**src/rtl/cpu_boot_loader_pkg.sv**
```systemverilog
// Shared types and constants for the boot loader.
package cpu_boot_loader_pkg;

  localparam int unsigned IMEM_SHIFT = 2;   // imem word index -> byte address
  localparam int unsigned DMEM_SHIFT = 3;   // dmem word index -> byte address
  localparam int unsigned IDX_W      = 11;  // word indices / counts (up to 1024)
  localparam int unsigned RUN_W      = 32;  // run cycle counter
  localparam int unsigned DATA_W     = 64;  // dump word width

  typedef enum logic [3:0] {
    S_IDLE,
    S_HDR_I,
    S_HDR_D,
    S_LOAD_I,
    S_LOAD_D_LO,
    S_LOAD_D_HI,
    S_RUN,
    S_DUMP_REQ,
    S_DUMP_WAIT,
    S_DUMP_OUT,
    S_DONE,
    S_ERROR
  } state_t;

endpackage

```
**src/rtl/cpu_boot_loader_stream_out_reg.sv**
```systemverilog
// Output holding register with valid/ready.
//   load/load_data : capture a new word and raise valid
//   valid/ready    : downstream handshake; data held while stalled
module stream_out_reg
  import cpu_boot_loader_pkg::*;
(
  input  logic              clk,
  input  logic              arst_n,
  input  logic              load,
  input  logic [DATA_W-1:0] load_data,
  input  logic              ready,
  output logic              valid,
  output logic [DATA_W-1:0] data
);

  always_ff @(posedge clk or negedge arst_n) begin
    if (!arst_n) begin
      valid <= 1'b0;
      data  <= '0;
    end else if (load) begin
      valid <= 1'b1;
      data  <= load_data;
    end else if (valid && ready) begin
      valid <= 1'b0;
    end
  end

endmodule

```
**src/rtl/cpu_boot_loader.sv**
```systemverilog
// Boot loader: streams a program image into imem/dmem, runs the cpu for a
// programmed cycle budget, then dumps a dmem window.
//   start/run_cycles/dump_words : sequence control
//   in_*                        : 32-bit input stream
//   out_*                       : 64-bit dump stream
//   *_ext / *_ext_2             : imem / dmem external ports
//   cpu_enable, busy, done, error
module cpu_boot_loader
  import cpu_boot_loader_pkg::*;
#(
  parameter int unsigned IMEM_DEPTH = 512,
  parameter int unsigned DMEM_DEPTH = 1024
) (
  input  logic        clk,
  input  logic        arst_n,
  input  logic        start,
  input  logic [31:0] run_cycles,
  input  logic [10:0] dump_words,
  input  logic        in_valid,
  output logic        in_ready,
  input  logic [31:0] in_data,
  output logic        out_valid,
  input  logic        out_ready,
  output logic [63:0] out_data,
  output logic        cpu_enable,
  output logic [63:0] addr_ext,
  output logic        wen_ext,
  output logic        ren_ext,
  output logic [31:0] wdata_ext,
  output logic [63:0] addr_ext_2,
  output logic        wen_ext_2,
  output logic        ren_ext_2,
  output logic [63:0] wdata_ext_2,
  input  logic [63:0] rdata_ext_2,
  output logic        busy,
  output logic        done,
  output logic        error
);

  localparam logic [IDX_W-1:0] DUMP_LIM = IDX_W'(DMEM_DEPTH);

  state_t           state, state_nx;
  logic [RUN_W-1:0] run_q, run_cnt;
  logic [IDX_W-1:0] dump_q, n_i, n_d, idx, idx_nx, dump_idx, dump_nx;
  logic [IDX_W-1:0] waddr_i, waddr_d;
  logic [31:0]      lo_q;
  logic             xfer, run_end, out_xfer, ld_out;

  assign xfer     = in_valid & in_ready;
  assign out_xfer = out_valid & out_ready;
  assign idx_nx   = idx + IDX_W'(1);
  assign dump_nx  = dump_idx + IDX_W'(1);
  assign run_end  = (run_cnt == run_q);
  assign ld_out   = (state == S_DUMP_WAIT);

  // State register
  always_ff @(posedge clk or negedge arst_n) begin
    if (!arst_n) state <= S_IDLE;
    else         state <= state_nx;
  end

  // Next-state logic
  always_comb begin
    state_nx = state;
    case (state)
      S_IDLE, S_DONE: if (start) state_nx = S_HDR_I;
      S_HDR_I: if (xfer) state_nx = (in_data > IMEM_DEPTH) ? S_ERROR : S_HDR_D;
      S_HDR_D: if (xfer) begin
        if (in_data > DMEM_DEPTH) state_nx = S_ERROR;
        else if (n_i != '0)       state_nx = S_LOAD_I;
        else if (in_data != '0)   state_nx = S_LOAD_D_LO;
        else                      state_nx = S_RUN;
      end
      S_LOAD_I: if (xfer && idx_nx == n_i)
        state_nx = (n_d == '0) ? S_RUN : S_LOAD_D_LO;
      S_LOAD_D_LO: if (xfer) state_nx = S_LOAD_D_HI;
      S_LOAD_D_HI: if (xfer) state_nx = (idx_nx == n_d) ? S_RUN : S_LOAD_D_LO;
      S_RUN: if (run_end) state_nx = (dump_q == '0) ? S_DONE : S_DUMP_REQ;
      S_DUMP_REQ:  state_nx = S_DUMP_WAIT;
      S_DUMP_WAIT: state_nx = S_DUMP_OUT;
      S_DUMP_OUT: if (out_ready) state_nx = (dump_nx == dump_q) ? S_DONE : S_DUMP_REQ;
      S_ERROR: state_nx = S_ERROR;
      default: state_nx = S_IDLE;
    endcase
  end

  // State-decoded outputs
  always_comb begin
    in_ready  = 1'b0;
    busy      = 1'b1;
    done      = 1'b0;
    error     = 1'b0;
    ren_ext_2 = 1'b0;
    case (state)
      S_HDR_I, S_HDR_D, S_LOAD_I, S_LOAD_D_LO, S_LOAD_D_HI: in_ready = 1'b1;
      S_DUMP_REQ: ren_ext_2 = 1'b1;
      S_IDLE:  busy = 1'b0;
      S_DONE:  begin busy = 1'b0; done = 1'b1; end
      S_ERROR: begin busy = 1'b0; error = 1'b1; end
      default: ;
    endcase
  end

  assign ren_ext    = 1'b0;
  assign addr_ext   = 64'(waddr_i) << IMEM_SHIFT;
  assign addr_ext_2 = ((state == S_DUMP_REQ) ? 64'(dump_idx) : 64'(waddr_d)) << DMEM_SHIFT;

  // Datapath. cpu_enable is registered so it rises one cycle into RUN, after
  // the final load write pulse; RUN therefore holds run_cycles+1 cycles.
  always_ff @(posedge clk or negedge arst_n) begin
    if (!arst_n) begin
      run_q       <= '0;
      run_cnt     <= '0;
      dump_q      <= '0;
      n_i         <= '0;
      n_d         <= '0;
      idx         <= '0;
      dump_idx    <= '0;
      waddr_i     <= '0;
      waddr_d     <= '0;
      lo_q        <= '0;
      wen_ext     <= 1'b0;
      wdata_ext   <= '0;
      wen_ext_2   <= 1'b0;
      wdata_ext_2 <= '0;
      cpu_enable  <= 1'b0;
    end else begin
      wen_ext    <= 1'b0;
      wen_ext_2  <= 1'b0;
      cpu_enable <= (state == S_RUN) && !run_end;
      if (state == S_RUN) begin
        if (!run_end) run_cnt <= run_cnt + RUN_W'(1);
      end else begin
        run_cnt <= '0;
      end
      case (state)
        S_IDLE, S_DONE: if (start) begin
          run_q    <= run_cycles;
          dump_q   <= (dump_words > DUMP_LIM) ? DUMP_LIM : dump_words;
          idx      <= '0;
          dump_idx <= '0;
        end
        S_HDR_I: if (xfer) n_i <= in_data[IDX_W-1:0];
        S_HDR_D: if (xfer) begin
          n_d <= in_data[IDX_W-1:0];
          idx <= '0;
        end
        S_LOAD_I: if (xfer) begin
          wen_ext   <= 1'b1;
          waddr_i   <= idx;
          wdata_ext <= in_data;
          idx       <= (idx_nx == n_i) ? '0 : idx_nx;
        end
        S_LOAD_D_LO: if (xfer) lo_q <= in_data;
        S_LOAD_D_HI: if (xfer) begin
          wen_ext_2   <= 1'b1;
          waddr_d     <= idx;
          wdata_ext_2 <= {in_data, lo_q};
          idx         <= idx_nx;
        end
        S_DUMP_OUT: if (out_xfer) dump_idx <= dump_nx;
        default: ;
      endcase
    end
  end

  stream_out_reg u_out (
    .clk       (clk),
    .arst_n    (arst_n),
    .load      (ld_out),
    .load_data (rdata_ext_2),
    .ready     (out_ready),
    .valid     (out_valid),
    .data      (out_data)
  );

endmodule
```
**config.mk**
```make
export PLATFORM = sky130hd
export DESIGN_NAME = cpu_boot_loader
export DESIGN_NICKNAME = d
export VERILOG_FILES = /design/src/rtl/cpu_boot_loader_pkg.sv /design/src/rtl/cpu_boot_loader_stream_out_reg.sv /design/src/rtl/cpu_boot_loader.sv
export SDC_FILE = /design/constraint.sdc
export NUM_CORES = 1
export LEC_CHECK = 0
export BUFFER_PORTS_ARGS = -buffer_cell sky130_fd_sc_hd__buf_2
export CAP_MARGIN = 5
export CORE_ASPECT_RATIO = 0.5
export CORE_MARGIN = 2
export CORE_UTILIZATION = 56
export CTS_BUF_LIST = sky130_fd_sc_hd__clkbuf_16
export CTS_CLUSTER_SIZE = 8
export DETAILED_ROUTE_END_ITERATION = 10
export GPL_ROUTABILITY_DRIVEN = 1
export PLACE_DENSITY = 0.92
export SLEW_MARGIN = 25
export SYNTH_ARGS = -nofsm -noshare
export SYNTH_HDL_FRONTEND = slang
export SYNTH_SLANG_ARGS = --single-unit
```
**constraint.sdc**
```tcl
create_clock -name clk -period 7.8 [get_ports clk]
set_input_delay 1.56 -clock clk [delete_from_list [all_inputs] [get_ports clk]]
set_output_delay 1.56 -clock clk [all_outputs]
set_load 0.02 [all_outputs]
```
==> impl_metrics.yaml <==
global_route:
  grt_pass1_vias: 11700
  grt_usage_pct: 26.7
  grt_pass1_wl_um: 63200
  antenna_found_initial: 1
  grt_max_degree: 115
  grt-ovfl-total: 0
timing:
  finalWorstSetupSlack_ns: 3.34
  fin_tns_setup_ns: 0
  tightest_slew_ns: 1.04
  report.final.slew_viol_count: 0
  hold_ws_ns: 0.496
  post-route-min-period_ns: 4.46
  slew_headroom_pct: 30.2
  fmax_mhz: 224
  finalSetupViolations: 0
  finalClockSkew_ns: 0.0326
  rsz0062_at_grt: "no"
  finalCritPeriodShare_pct: 57.2
  final_hold_viol_count: 0
critical_path:
  critPathCaptureType: "output port"
  worst-path-buf-inv: 1
  cp_slowest_stage_delay_ns: 0.74
  crit_fanout: 23
  startpoint: "state[2]$_DFFE_PN0P_"
  cp.required_ns: 6.24
  critPathArrivalTime_ns: 2.90
  worstSetupStartpointType: "flip-flop"
  rr_startpoint: "idx[3]$_DFFE_PN0P_"
  worstPathCellList: "nor2b_1 > nand3_1 > mux2_2 > buf_2"
  critPathTopFamily: "simple AND/OR/NAND/NOR gates"
  worstSetupPathType: "reg -> out"
  cp_slowest_cell: "dfrtp_1"
final_layout:
  fin_nets: 1809
  area_delta_synth_final_pct: 17.6
  fill_cells: 1926
  final_area_sq_um: 19000
  drive_above_1_share_pct: 41.6
  layout_common_cells: "dfrtp_1 (341), buf_2 (333), mux2_2 (279)"
  final_common_cell: "dfrtp_1"
die:
  die_area_sq_um: 30200
  dieWidth_um: 244
  rows: 43
  core_area_sq_um: 28000
  start_util_pct: 57.6
  ios: 442
  die_h_um: 124
place:
  place_ws_ns: 3.72
  place_area_sq_um: 17700
  io_buffers: 334
  dp_hpwl_um: 28700
  gp_congestion: 0.919
routing:
  wire_per_inst_um: 20.2
  drtIter0Drc: 1195
  routed_wirelength_um: 41300
  drc: 0
  via_count: 11700
  viasPerCell: 5.71
  ant_nets: 0
  drt-pass1-iter-count: 7
synthesis:
  yosysSeqAreaShare_pct: 52.9
  postSynthCellCount: 1343
  syn_area_sq_um: 16100
  synth-seq-cells: 341
  yosysUniqueCellTypes: 69
  synth_async_sr_flop_share_pct: 100
  syn_avg_cell_area_sq_um: 12.0
  synth-warning-count: 0
  synthFlopType: "dfrtp_1"
  synth_edf_count: 0
cts:
  post-cts-setup-buffers: 0
  cts-buffers-inserted: 48
  cts_hold_buf: 0
  h-tree-depth: 2
  clk_latency_ns: 0.56
  cts_root_buf: "clkbuf_16"
  cts_max_path_buffers: 3
  cts_resized: 0
  cts_tree: "yes"
  clk_pin_slew_worst_paths_ns: 0.05
  clkSinkCount: 341
power_and_ir_drop:
  power_density_nw_per_um2: 386
  p_leak_nw: 9.18
  total_power_mw: 7.31
  ir_drop_mv: 0.311
outcome:
  status: "finished, final reports clean"
run:
  drv_cap: 0
min_path:
  holdCritStartpoint: "u_out.data[63]$_DFFE_PN0P_"
  hold_class: "reg -> reg"
[logic make-up after synthesis]
family,Yosys count,synth area share [%]
adder cells (fa/ha/maj),3,0.233
XOR/XNOR,94,5.20
AND/OR/NAND/NOR,292,9.06
multiplexers,283,19.7
flip-flops,341,52.9
AO/OA/AOI/OAI,136,5.70
other,1,0.0233
buffers and inverters,193,7.11
[cell usage after synthesis, types with 5 or more instances]
library cell	number	share of area, %
a211oi_1	5	0.23
a21oi_1	21	0.65
a31oi_1	6	0.23
and2_1	6	0.23
and3_1	7	0.27
buf_1	14	0.33
buf_4	109	5.1
clkbuf_1	53	1.2
dfrtp_1	341	53
inv_1	12	0.28
mux2_2	279	19
nand2_1	71	1.7
nand2b_1	14	0.54
nand3_1	28	0.87
nand4_1	10	0.39
nor2_1	60	1.4
nor2b_1	9	0.35
nor3_1	33	1.0
nor4_1	28	1.1
o211ai_1	9	0.42
o21ai_0	44	1.4
or3_1	7	0.27
xnor2_1	44	2.4
xor2_1	49	2.7
[final timing paths]
path / endpoint / slack [ns] / depth (start not counted)
setup / recovery: addr_ext_2[6] / 3.34 / 4
hold / removal: u_out.data[63]$_DFFE_PN0P_ / 0.50 / 1
setup reg to reg: idx[1]$_DFFE_PN0P_ / 4.26 / 7
hold reg to reg: u_out.data[63]$_DFFE_PN0P_ / 0.50 / 1
max in group asynchronous: lo_q[19]$_DFFE_PN0P_ / 5.30 / 2
min in group asynchronous: run_cnt[4]$_DFFE_PN0P_ / 1.06 / 1
[report_power, final]
part	switching [mW]	leakage, nW	internal, mW	total (mW)
clock network	0.727	0.617	1.08	1.81
logic	1.48	4.19	1.11	2.59
registers	0.502	4.37	2.42	2.92
total	2.70	9.18	4.61	7.31
[through the flow]
stage / std cells / util [%]
after floorplan: 1449 / -
after global routing: 2047 / 67.7
after global placement: 1993 / 63.1
after CTS: 2046 / 67.7
final: 2048 / 67.7
after detailed placement: 1994 / 63.2
[sequential cells by signal, indices dropped and copies added, names as in the netlist, 4 cells and up]
register     count
dump_idx        11
dump_q          11
idx             11
lo_q            32
n_d             11
n_i             11
run_cnt         32
run_q           32
state            4
u_out.data      64
waddr_d         11
waddr_i         11
wdata_ext       32
wdata_ext_2     64
[layout make-up]
| type | count | area, sq um | share of cell area (%) |
|---|---|---|---|
| diodes | 2 | 5.00 | 0.0264 |
| clock buffers | 48 | 1200 | 6.34 |
| clock inverters | 4 | 50.0 | 0.264 |
| inverters | 12 | 45.0 | 0.238 |
| multi-input cells | 915 | 6860 | 36.2 |
| flip-flops and latches | 341 | 8530 | 45.0 |
| well taps | 382 | 478 | 2.52 |
| repair buffers | 344 | 1780 | 9.38 |
[per-layer routing]
metal  routed length, um  GRT usage, %  part of all wire [%]
met5                   0             0                     0
met4                1520          12.1                   3.7
met3                2780          5.37                   6.7
met2               21100          45.7                    51
met1               15900          33.3                    39
No activity file was read; power rests on OpenSTA's default activity.
